File: src/rtl/pair_packer_ctrl.sv
// Pair packer: joins two 32-bit input words into one registered 64-bit output word.
// Define PAIR_PACKER_COUNT_EN to add the pair_count output and its counter.
module pair_packer_ctrl #(
  parameter logic [63:0] UUID = 64'd0,
  parameter string       NAME = ""
) (
  input  logic        clk,
  input  logic        rst,
  input  logic [31:0] in_data,
  input  logic        in_valid,
  output logic        in_ready,
  input  logic        flush,
  output logic [63:0] out_data,
  output logic        out_valid,
  input  logic        out_ready,
  output logic        out_partial
`ifdef PAIR_PACKER_COUNT_EN
  ,
  output logic [31:0] pair_count
`endif
);

  localparam logic [1:0] StEmpty = 2'd0;
  localparam logic [1:0] StHalf  = 2'd1;
  localparam logic [1:0] StFull  = 2'd2;

  logic [1:0]  state_q, state_d;
  logic [31:0] low_q, low_d;
  logic [63:0] data_q, data_d;
  logic        partial_q, partial_d;
  logic        in_xfer, out_xfer;

  // Identification parameters are carried for the instance only.
  logic unused_params;
  assign unused_params = ^UUID ^ (NAME == "");

  assign out_valid   = (state_q == StFull);
  assign in_ready    = (state_q != StFull) | out_ready;
  assign in_xfer     = in_valid & in_ready;
  assign out_xfer    = out_valid & out_ready;
  assign out_data    = data_q;
  assign out_partial = partial_q;

  always_comb begin
    state_d   = state_q;
    low_d     = low_q;
    data_d    = data_q;
    partial_d = partial_q;
    case (state_q)
      StEmpty: begin
        if (in_xfer) begin
          low_d   = in_data;
          state_d = StHalf;
        end
      end
      StHalf: begin
        // An arriving high word always wins over a simultaneous flush.
        if (in_xfer) begin
          data_d    = {in_data, low_q};
          partial_d = 1'b0;
          state_d   = StFull;
        end else if (flush) begin
          data_d    = {32'h0, low_q};
          partial_d = 1'b1;
          state_d   = StFull;
        end
      end
      StFull: begin
        if (out_xfer) begin
          if (in_xfer) begin
            low_d   = in_data;
            state_d = StHalf;
          end else begin
            state_d = StEmpty;
          end
        end
      end
      default: state_d = StEmpty;
    endcase
  end

  always_ff @(posedge clk) begin
    if (!rst) begin
      state_q   <= StEmpty;
      low_q     <= 32'h0;
      data_q    <= 64'h0;
      partial_q <= 1'b0;
    end else begin
      state_q   <= state_d;
      low_q     <= low_d;
      data_q    <= data_d;
      partial_q <= partial_d;
    end
  end

`ifdef PAIR_PACKER_COUNT_EN
  logic [31:0] pair_count_q, pair_count_d;

  // Counts every output transfer, partial or full; wraps naturally.
  always_comb begin
    pair_count_d = pair_count_q;
    if (out_xfer) begin
      pair_count_d = pair_count_q + 32'd1;
    end
  end

  always_ff @(posedge clk) begin
    if (!rst) begin
      pair_count_q <= 32'h0;
    end else begin
      pair_count_q <= pair_count_d;
    end
  end

  assign pair_count = pair_count_q;
`endif

endmodule

File: config.mk
export PLATFORM = sky130hd
export DESIGN_NAME = pair_packer_ctrl
export DESIGN_NICKNAME = d
export VERILOG_FILES = /design/src/rtl/pair_packer_ctrl.sv
export SDC_FILE = /design/constraint.sdc
export NUM_CORES = 1
export LEC_CHECK = 0
export CAP_MARGIN = 20
export CORE_MARGIN = 2
export CORE_UTILIZATION = 25
export CTS_CLUSTER_SIZE = 40
export DETAILED_ROUTE_END_ITERATION = 8
export PLACE_DENSITY = 0.53
export SYNTH_ARGS = -nofsm -noshare
export SYNTH_HDL_FRONTEND = slang
export SYNTH_SLANG_ARGS = --single-unit
export TNS_END_PERCENT = 1
File: constraint.sdc
create_clock -name clk -period 1.9 [get_ports clk]
set_input_delay 0.285 -clock clk [delete_from_list [all_inputs] [get_ports clk]]
set_output_delay 0.285 -clock clk [all_outputs]
set_load 0.02 [all_outputs]
==> flow_metrics.tcl, run 1 <==
set metrics [dict create \
    grt_max_degree 132 \
    path_clk_slew_ns 0.06 \
    drtIter0Drc 153 \
    fmax_ghz 0.556 \
    grt_overflow 0 \
    vias 2803 \
    end_kind "output pin" \
    setup_viol 0 \
    critical-path-top-delay-family "simple AND/OR/NAND/NOR gates" \
    hold_ws_ns 0.457 \
    path_cells "or3b_2 > dlygate4sd2_1" \
    area_growth_syn_to_layout_pct 39.2 \
    nFillCells 1421 \
    routed_via_density 4.35 \
    hold_buffers 0 \
    path_buf_inv 1 \
    layout-drive-gt1-share_pct 6.03 \
    clock_latency_ns 0.34 \
    final_cell_area_sq_mm 0.00504 \
    yosysWarningCount 0 \
    total_power_w 0.00440 \
    core-area_sq_mm 0.0140 \
    dieArea_sq_mm 0.0155 \
    startpoint_type "register" \
    arrival_ns 1.51 \
    cap_violations 0 \
    layout_min_cycle_time_ns 1.80 \
    grt_pass1_wl_mm 13.7 \
    numPortBuffers 103 \
    slew_violations 0 \
    crit_path_top_delay_cell "or3b_2" \
    r2r-start "state_q[1]" \
    regArea_sq_mm 0.00198 \
    cts_tree "done" \
    avgSynthCellArea_sq_um 9.89 \
    yosysSeqAreaShare_pct 54.7 \
    powerDensity_mw_per_mm2 874 \
    drc_errors 0 \
    critPathKind "reg -> out" \
    ir_worst_vdd_mv 0.351 \
    fp-row-count 43 \
    wl_met2_mm 3.55 \
    reg2reg_depth 4 \
    fin_crit_sh_pct 94.6 \
    reg2reg_slack_ns 0.24 \
    htreeDepth 3 \
    cts_buffers 9 \
    root_buffer "clkbuf_16" \
    design.portCount 104 \
    leakage_nw 1.84 \
    hold_violations 0 \
    die-height_um 124 \
    worst-endpoint-required_ns 1.62 \
    rr_endpoint "out_data[23]" \
    grt_pass1_vias 2759 \
    ys_types 22 \
    highest_layer "met4" \
    crit_end "in_ready" \
    die_w_um 124 \
    wl_met1_mm 4.02 \
    layout.nets 496 \
    worstPathMaxFanout 5 \
    hold_path.class "reg -> reg" \
    clk_path_buf_depth 2 \
    skew_ns 0.00399 \
    netlist_instances 366 \
    tightest_slew_ns 0.618 \
    antenna_cells 0 \
    multi_input_area_sq_mm 0.00144 \
    antenna_found_initial 0 \
    slowest_delay_ns 0.49 \
    grtUsageTotal_pct 10.6 \
    synth_nets 403 \
    ys_seq_elements 99 \
    finish.utilization_pct 36.0 \
    fin_tns_setup_ns 0 \
    status "finished, final reports clean" \
    finalWeightedCongestion 0.675 \
    dpl_cell_area_sq_mm 0.00476 \
    wl_per_cell_um 12.7 \
    routed_wl_mm 8.17 \
    rsz0062_at_grt "no" \
    dp_hpwl_mm 5.25 \
    synth_area_sq_mm 0.00362 \
    wl_met3_um 475 \
    slew_headroom_pct 58.8 \
    startpoint "state_q[0]" \
    dr.pass1.iters 6 \
    initial_core_util_pct 25.9 \
    ant_nets 0 \
    cp_num_cells 2 \
    cts.sinks 99 \
    cts_setup_buffers 0 \
]
==> synthesized netlist by cell type, drive strengths merged <==
master  instances  area, sq um
nand2         129          484
dfxtp          99         1980
mux2i          64          641
o22ai          32          200
buf            16          164
clkbuf         12         45.0
nor2b           3         18.8
nor2            2         23.8
a21oi           1         5.00
and2            1         6.26
and3b           1         8.76
nand2b          1         8.76
nor3            1         5.00
nor3b           1         7.51
o21a            1         7.51
o21ai           1         5.00
or3b            1         8.76
==> cell usage in the layout (no fill, tap or decap), drive strengths merged, types with 2 or more instances in the layout <==
cell type      synthesis  layout
buf                   16       8
clkbuf                12      10
clkdlybuf4s50          0     101
clkinv                 0       3
clkinvlp               0       3
dfxtp                 99      99
mux2i                 64      64
nand2                129     129
nor2                   2       2
nor2b                  3       3
o22ai                 32      32
==> final cells by class <==
class	instances	share of cell area (%)
clock inverters	6	0.819
flip-flops and latches	99	39.3
clock buffers	10	4.74
repair buffers	110	22.2
multi-input cells	239	28.5
well taps	180	4.47
==> flip-flops by register name (all words and copies together) (netlist names) <==
| signal | flops |
|---|---|
| out_data | 64 |
| low_q | 32 |
| state_q | 2 |
| out_partial | 1 |
==> worst reg2reg max path, stage by stage (launching register included) <==
cell and delay [ns]:
dfxtp_1 0.33, nand2b_2 0.24, nor2_8 0.48, buf_12 0.30, mux2i_1 0.24
==> per-stage QoR <==
stage                     worst slack [ns]  std cells
after global routing                0.0644        644
after CTS                           0.0839        644
after detailed placement            -0.151        628
final                                0.103        644
after floorplan                      0.736        366
after global placement              -0.290        627
==> kinds of logic after synthesis <==
group | Yosys count | share of synthesized area [%]
compound gates | 35 | 6.01
buf+inv | 28 | 5.77
simple gates | 140 | 15.8
flops | 99 | 54.7
mux | 64 | 17.7
==> layer usage <==
metal | global-route usage (%) | vias to the layer above
li1 | - | 1416
met1 | 13.8 | 1304
met2 | 16.0 | 74
met3 | 3.39 | 9
met4 | 4.96 | 0
met5 | 0 | -
==> power breakdown <==
part           leakage [nW]  switching (W)  internal (W)
clock                 0.130       0.000777      0.000920
combinational         0.907       0.000262      0.000245
sequential            0.806      0.0000344       0.00216
total                  1.84        0.00107       0.00333
==> worst min-delay path by stage <==
stage,start,endpoint,slack (ns),cells past startpoint
6_report,out_data[10],out_data[10],0.46,2
5_1_grt,out_data[10],out_data[10],0.47,2
4_1_cts,out_data[15],out_data[15],0.46,2
3_5_place_dp,out_data[21],out_data[21],0.45,2
3_3_place_gp,out_data[2],out_data[2],0.44,2
2_1_floorplan,low_q[0],low_q[0],0.44,2
==> repair_timing <==
item | in CTS | in global routing
gates resized for setup | 1 | 0
endpoints found under the setup margin | 1 | 0
hold endpoints to repair | 0 | 0
Note: power is estimated with default switching activity, not from simulation.
==> inputs of run 2 (changes only) <==
CAP_MARGIN = 5   (was 20)
CTS_CLUSTER_DIAMETER = 80   (was not set)
==> flow_metrics.tcl, run 2 (same netlist as run 1, synthesis figures left out) <==
set metrics [dict create \
    status "finished, final reports clean" \
    htreeDepth 3 \
    finish.utilization_pct 36.3 \
    wl_met2_mm 3.70 \
    hold_path.class "reg -> reg" \
    ir_worst_vdd_mv 0.358 \
    routed_via_density 4.41 \
    slew_headroom_pct 29.1 \
    setup_viol 0 \
    rr_endpoint "out_data[1]" \
    switching_share_pct 23.8 \
    layout_min_cycle_time_ns 1.81 \
    vias 2842 \
    cts_tree "done" \
    end_kind "output pin" \
    hold_depth 2 \
    r2r-start "state_q[0]" \
    die_w_um 124 \
    p_sw_w 0.00110 \
    wl_per_cell_um 13.2 \
    cts.sinks 99 \
    skew_ns 0.00736 \
    root_buffer "clkbuf_16" \
    startpoint "state_q[0]" \
    arrival_ns 1.53 \
    cts_buffers 9 \
    leakage_nw 1.86 \
    highest_layer "met4" \
    grtUsageTotal_pct 10.7 \
    setup_slack_ns 0.0869 \
    grt_overflow 0 \
    final_common_cell "nand2_1" \
    clk_path_buf_depth 2 \
    routed_wl_mm 8.51 \
    startpoint_type "register" \
    worstPathMaxFanout 5 \
    wl_met3_um 497 \
    antenna_cells 0 \
    hold_violations 0 \
    drtIter0Drc 116 \
    drc_errors 0 \
    worst-endpoint-required_ns 1.62 \
    design.portCount 104 \
    grt_pass1_wl_mm 13.7 \
    fp-row-count 43 \
    critPathKind "reg -> out" \
    core-area_sq_mm 0.0140 \
    largest_reg_flops 64 \
    slew_violations 0 \
    final_cell_mix "nand2_1, clkdlybuf4s50_1, dfxtp_1, mux2i_1, o22ai_1" \
    power_frac_seq_pct 47.8 \
    layout-drive-gt1-share_pct 6.25 \
    path_clk_slew_ns 0.07 \
    hold_ws_ns 0.457 \
    layout.nets 496 \
    crit_end "in_ready" \
    hold_buffers 0 \
    die-height_um 124 \
    powerDensity_mw_per_mm2 907 \
    fin_crit_sh_pct 95.4 \
    grt_max_degree 132 \
    clock_latency_ns 0.34 \
    wl_met1_mm 4.16 \
    combPwrFrac_pct 11.2 \
    reg2reg_depth 3 \
    ant_nets 0 \
    dieArea_sq_mm 0.0155 \
    power_frac_clock_pct 41.1 \
    cap_violations 0 \
    pre_cts_ws_ns -0.345 \
    numPortBuffers 103 \
    initial_core_util_pct 25.9 \
    rsz0062_at_grt "no" \
    dp_hpwl_mm 5.16 \
    grt_pass1_vias 2761 \
    antenna_found_initial 0 \
    area_growth_syn_to_layout_pct 40.0 \
    reg2reg_slack_ns 0.15 \
    p_int_w 0.00351 \
    fmax_ghz 0.552 \
    dr.pass1.iters 4 \
    finalWeightedCongestion 0.675 \
    tightest_slew_ns 1.06 \
]
==> run 2: cell types whose count changed in the layout (fill, tap and decap cells not counted), sizes merged <==
cell      before  now
buf            8    7
inv            0    1
nor2           2    3
clkinv         3    2
clkbuf        10   11
bufinv         0    1
clkinvlp       3    1
==> run 2: area by class of cell <==
class / instances / area (sq um)
Clock buffer: 11 / 253
Clock inverter: 5 / 60.1
Fill cell: 1420 / 8920
Multi-Input combinational cell: 240 / 1450
Sequential cell: 99 / 1980
Tap cell: 180 / 225
Timing Repair Buffer: 109 / 1100
==> run 2: worst max-delay path, cell delays in order, from the launching register on <==
cell	delay [ns]
dfxtp_1	0.36
or3b_2	0.49
dlygate4sd2_1	0.33
==> run 2: worst min-delay path by stage <==
stage                       startpoint            to  slack (ns)
final                     out_data[10]  out_data[10]        0.46
after global routing      out_data[10]  out_data[10]        0.47
after detailed placement  out_data[21]  out_data[21]        0.45
after global placement     out_data[2]   out_data[2]        0.44
after CTS                 out_data[10]  out_data[10]        0.46
after floorplan               low_q[0]      low_q[0]        0.44
==> run 2: timing repair <==
action / CTS / global route
cloned: 0 / 1
setup endpoints to repair: 1 / 51
pin swaps: 0 / 2
resized for setup: 1 / 2
buffers inserted: 0 / 0
==> run 2: per-layer routing <==
layer / vias up / track usage (%)
met5: - / 0
met4: 0 / 5.16
met3: 10 / 3.44
met2: 77 / 15.8
met1: 1342 / 14.1
li1: 1413 / -
==> run 2: power groups by stage <==
stage                     Combinational [W]  Sequential, W  Clock [W]
after floorplan                    0.000280        0.00229          0
after detailed placement           0.000511        0.00225          0
after global routing               0.000557        0.00221    0.00203
final                              0.000513        0.00220    0.00189
after global placement             0.000506        0.00224          0
after CTS                          0.000512        0.00220    0.00196
==> run 2: per-stage QoR <==
step | instance area [sq um] | setup TNS, ns | total power [W] | cells
2_1_floorplan | 3620 | 0 | 0.00257 | 366
3_3_place_gp | 4740 | -16.26 | 0.00275 | 627
3_5_place_dp | 4740 | -18.45 | 0.00276 | 627
4_1_cts | 5050 | 0 | 0.00467 | 643
5_1_grt | 5070 | 0 | 0.00480 | 644
6_report | 5070 | 0 | 0.00460 | 644
==> inputs of run 3 (changes only) <==
MAX_ROUTING_LAYER = met4   (was not set)
==> flow_metrics.tcl, run 3 (same netlist as run 1, synthesis figures left out) <==
set metrics [dict create \
    largest_reg_flops 64 \
    final_cell_mix "nand2_1, clkdlybuf4s50_1, dfxtp_1, mux2i_1, o22ai_1" \
    power_frac_seq_pct 47.8 \
    skew_ns 0.00750 \
    clk_path_buf_depth 2 \
    p_sw_w 0.00110 \
    total_power_w 0.00461 \
    status "finished, final reports clean" \
    path_clk_slew_ns 0.07 \
    vias 2832 \
    routed_via_density 4.40 \
    worst-endpoint-required_ns 1.62 \
    drtIter0Drc 145 \
    routed_wl_mm 8.46 \
    root_buffer "clkbuf_16" \
    dpl_cell_area_sq_mm 0.00474 \
    power_frac_clock_pct 41.1 \
    switching_share_pct 23.9 \
    dr.pass1.iters 4 \
    grt_overflow 0 \
    htreeDepth 3 \
    p_int_w 0.00351 \
    end_kind "output pin" \
    finalWeightedCongestion 0.681 \
    cts_tree "done" \
    critical-path-top-delay-family "simple AND/OR/NAND/NOR gates" \
    hold_path.class "reg -> reg" \
    arrival_ns 1.53 \
    layout_min_cycle_time_ns 1.81 \
    die_w_um 124 \
    leakage_nw 1.86 \
    numPortBuffers 103 \
    tightest_slew_ns 1.05 \
    critPathKind "reg -> out" \
    slowest_delay_ns 0.49 \
    area_growth_syn_to_layout_pct 40.0 \
    slew_headroom_pct 29.7 \
    slew_violations 0 \
    fp-row-count 43 \
    grtUsageTotal_pct 11.0 \
    fmax_ghz 0.551 \
    dieArea_sq_mm 0.0155 \
    hold_buffers 0 \
    hold_violations 0 \
    grt_pass1_wl_mm 13.7 \
    startpoint_type "register" \
    grt_max_degree 132 \
    setup_viol 0 \
    wl_per_cell_um 13.1 \
    rsz0062_at_grt "no" \
    die-height_um 124 \
    design.portCount 104 \
    final_common_cell "nand2_1" \
    layout-drive-gt1-share_pct 6.25 \
    cts_buffers 9 \
    grt_pass1_vias 2760 \
    ir_worst_vdd_mv 0.358 \
    cts.sinks 99 \
    path_buf_inv 1 \
    clock_latency_ns 0.34 \
    drc_errors 0 \
    dp_hpwl_mm 5.16 \
    initial_core_util_pct 25.9 \
    fin_crit_sh_pct 95.5 \
    combPwrFrac_pct 11.1 \
    final_cell_area_sq_mm 0.00507 \
    antenna_found_initial 0 \
    ant_nets 0 \
    powerDensity_mw_per_mm2 908 \
    path_cells "or3b_2 > dlygate4sd2_1" \
    worstPathMaxFanout 5 \
    antenna_cells 0 \
    cts_setup_buffers 0 \
    crit_path_top_delay_cell "or3b_2" \
    cap_violations 0 \
    core-area_sq_mm 0.0140 \
    finish.utilization_pct 36.3 \
    layout.nets 496 \
]
-- run 3: cell counts in the layout (fill, tap and decap cells not counted) --
No cell type changed its count.
-- run 3: metrics by stage --
step / hold slack (ns) / cells / worst slack (ns) / TNS, ns
global placement: 0.443 / 627 / -0.290 / -16.26
global route: 0.472 / 644 / 0.0264 / 0
finish: 0.457 / 644 / 0.0854 / 0
CTS: 0.462 / 643 / 0.0209 / 0
detailed placement: 0.450 / 627 / -0.345 / -18.45
floorplan: 0.443 / 366 / 0.736 / 0
-- run 3: repair_timing --
action | 4_1_cts | 5_1_grt
resized for setup | 1 | 2
pin swaps | 0 | 2
gates cloned | 0 | 1
setup endpoints to repair | 1 | 51
-- run 3: power groups by stage --
stage / sequential [W] / combinational [W] / clock (W)
after floorplan: 0.00229 / 0.000280 / 0
after global placement: 0.00224 / 0.000506 / 0
after detailed placement: 0.00225 / 0.000511 / 0
after CTS: 0.00220 / 0.000512 / 0.00196
after global routing: 0.00221 / 0.000557 / 0.00203
final: 0.00220 / 0.000513 / 0.00189
-- run 3: layer usage --
layer  GRT usage, %  wire (um)  vias up
met2           15.8       3700       69
met4           5.16        161        0
li1               -          -     1414
met5              -          0        -
met1           14.2       4160     1338
met3           3.35        445       11
-- run 3: worst paths after layout --
path	from	to	slack, ns	cells after the start
min reg2reg	out_data[10]	out_data[10]	0.46	2
max reg2reg	state_q[0]	out_data[29]	0.15	3
min	out_data[10]	out_data[10]	0.46	2
max	state_q[0]	in_ready	0.09	2
-- run 3: layout make-up --
class / count / area [sq um]
well taps: 180 / 225
fillers: 1420 / 8920
clock buffers: 11 / 253
clock inverters: 5 / 60.1
repair buffers: 109 / 1100
multi-input cells: 240 / 1450
flip-flops and latches: 99 / 1980
-- run 3: worst min-delay path, cell delays in order, from the launching register on --
cell	delay, ns
dfxtp_1	0.31
nand2_1	0.05
mux2i_1	0.05
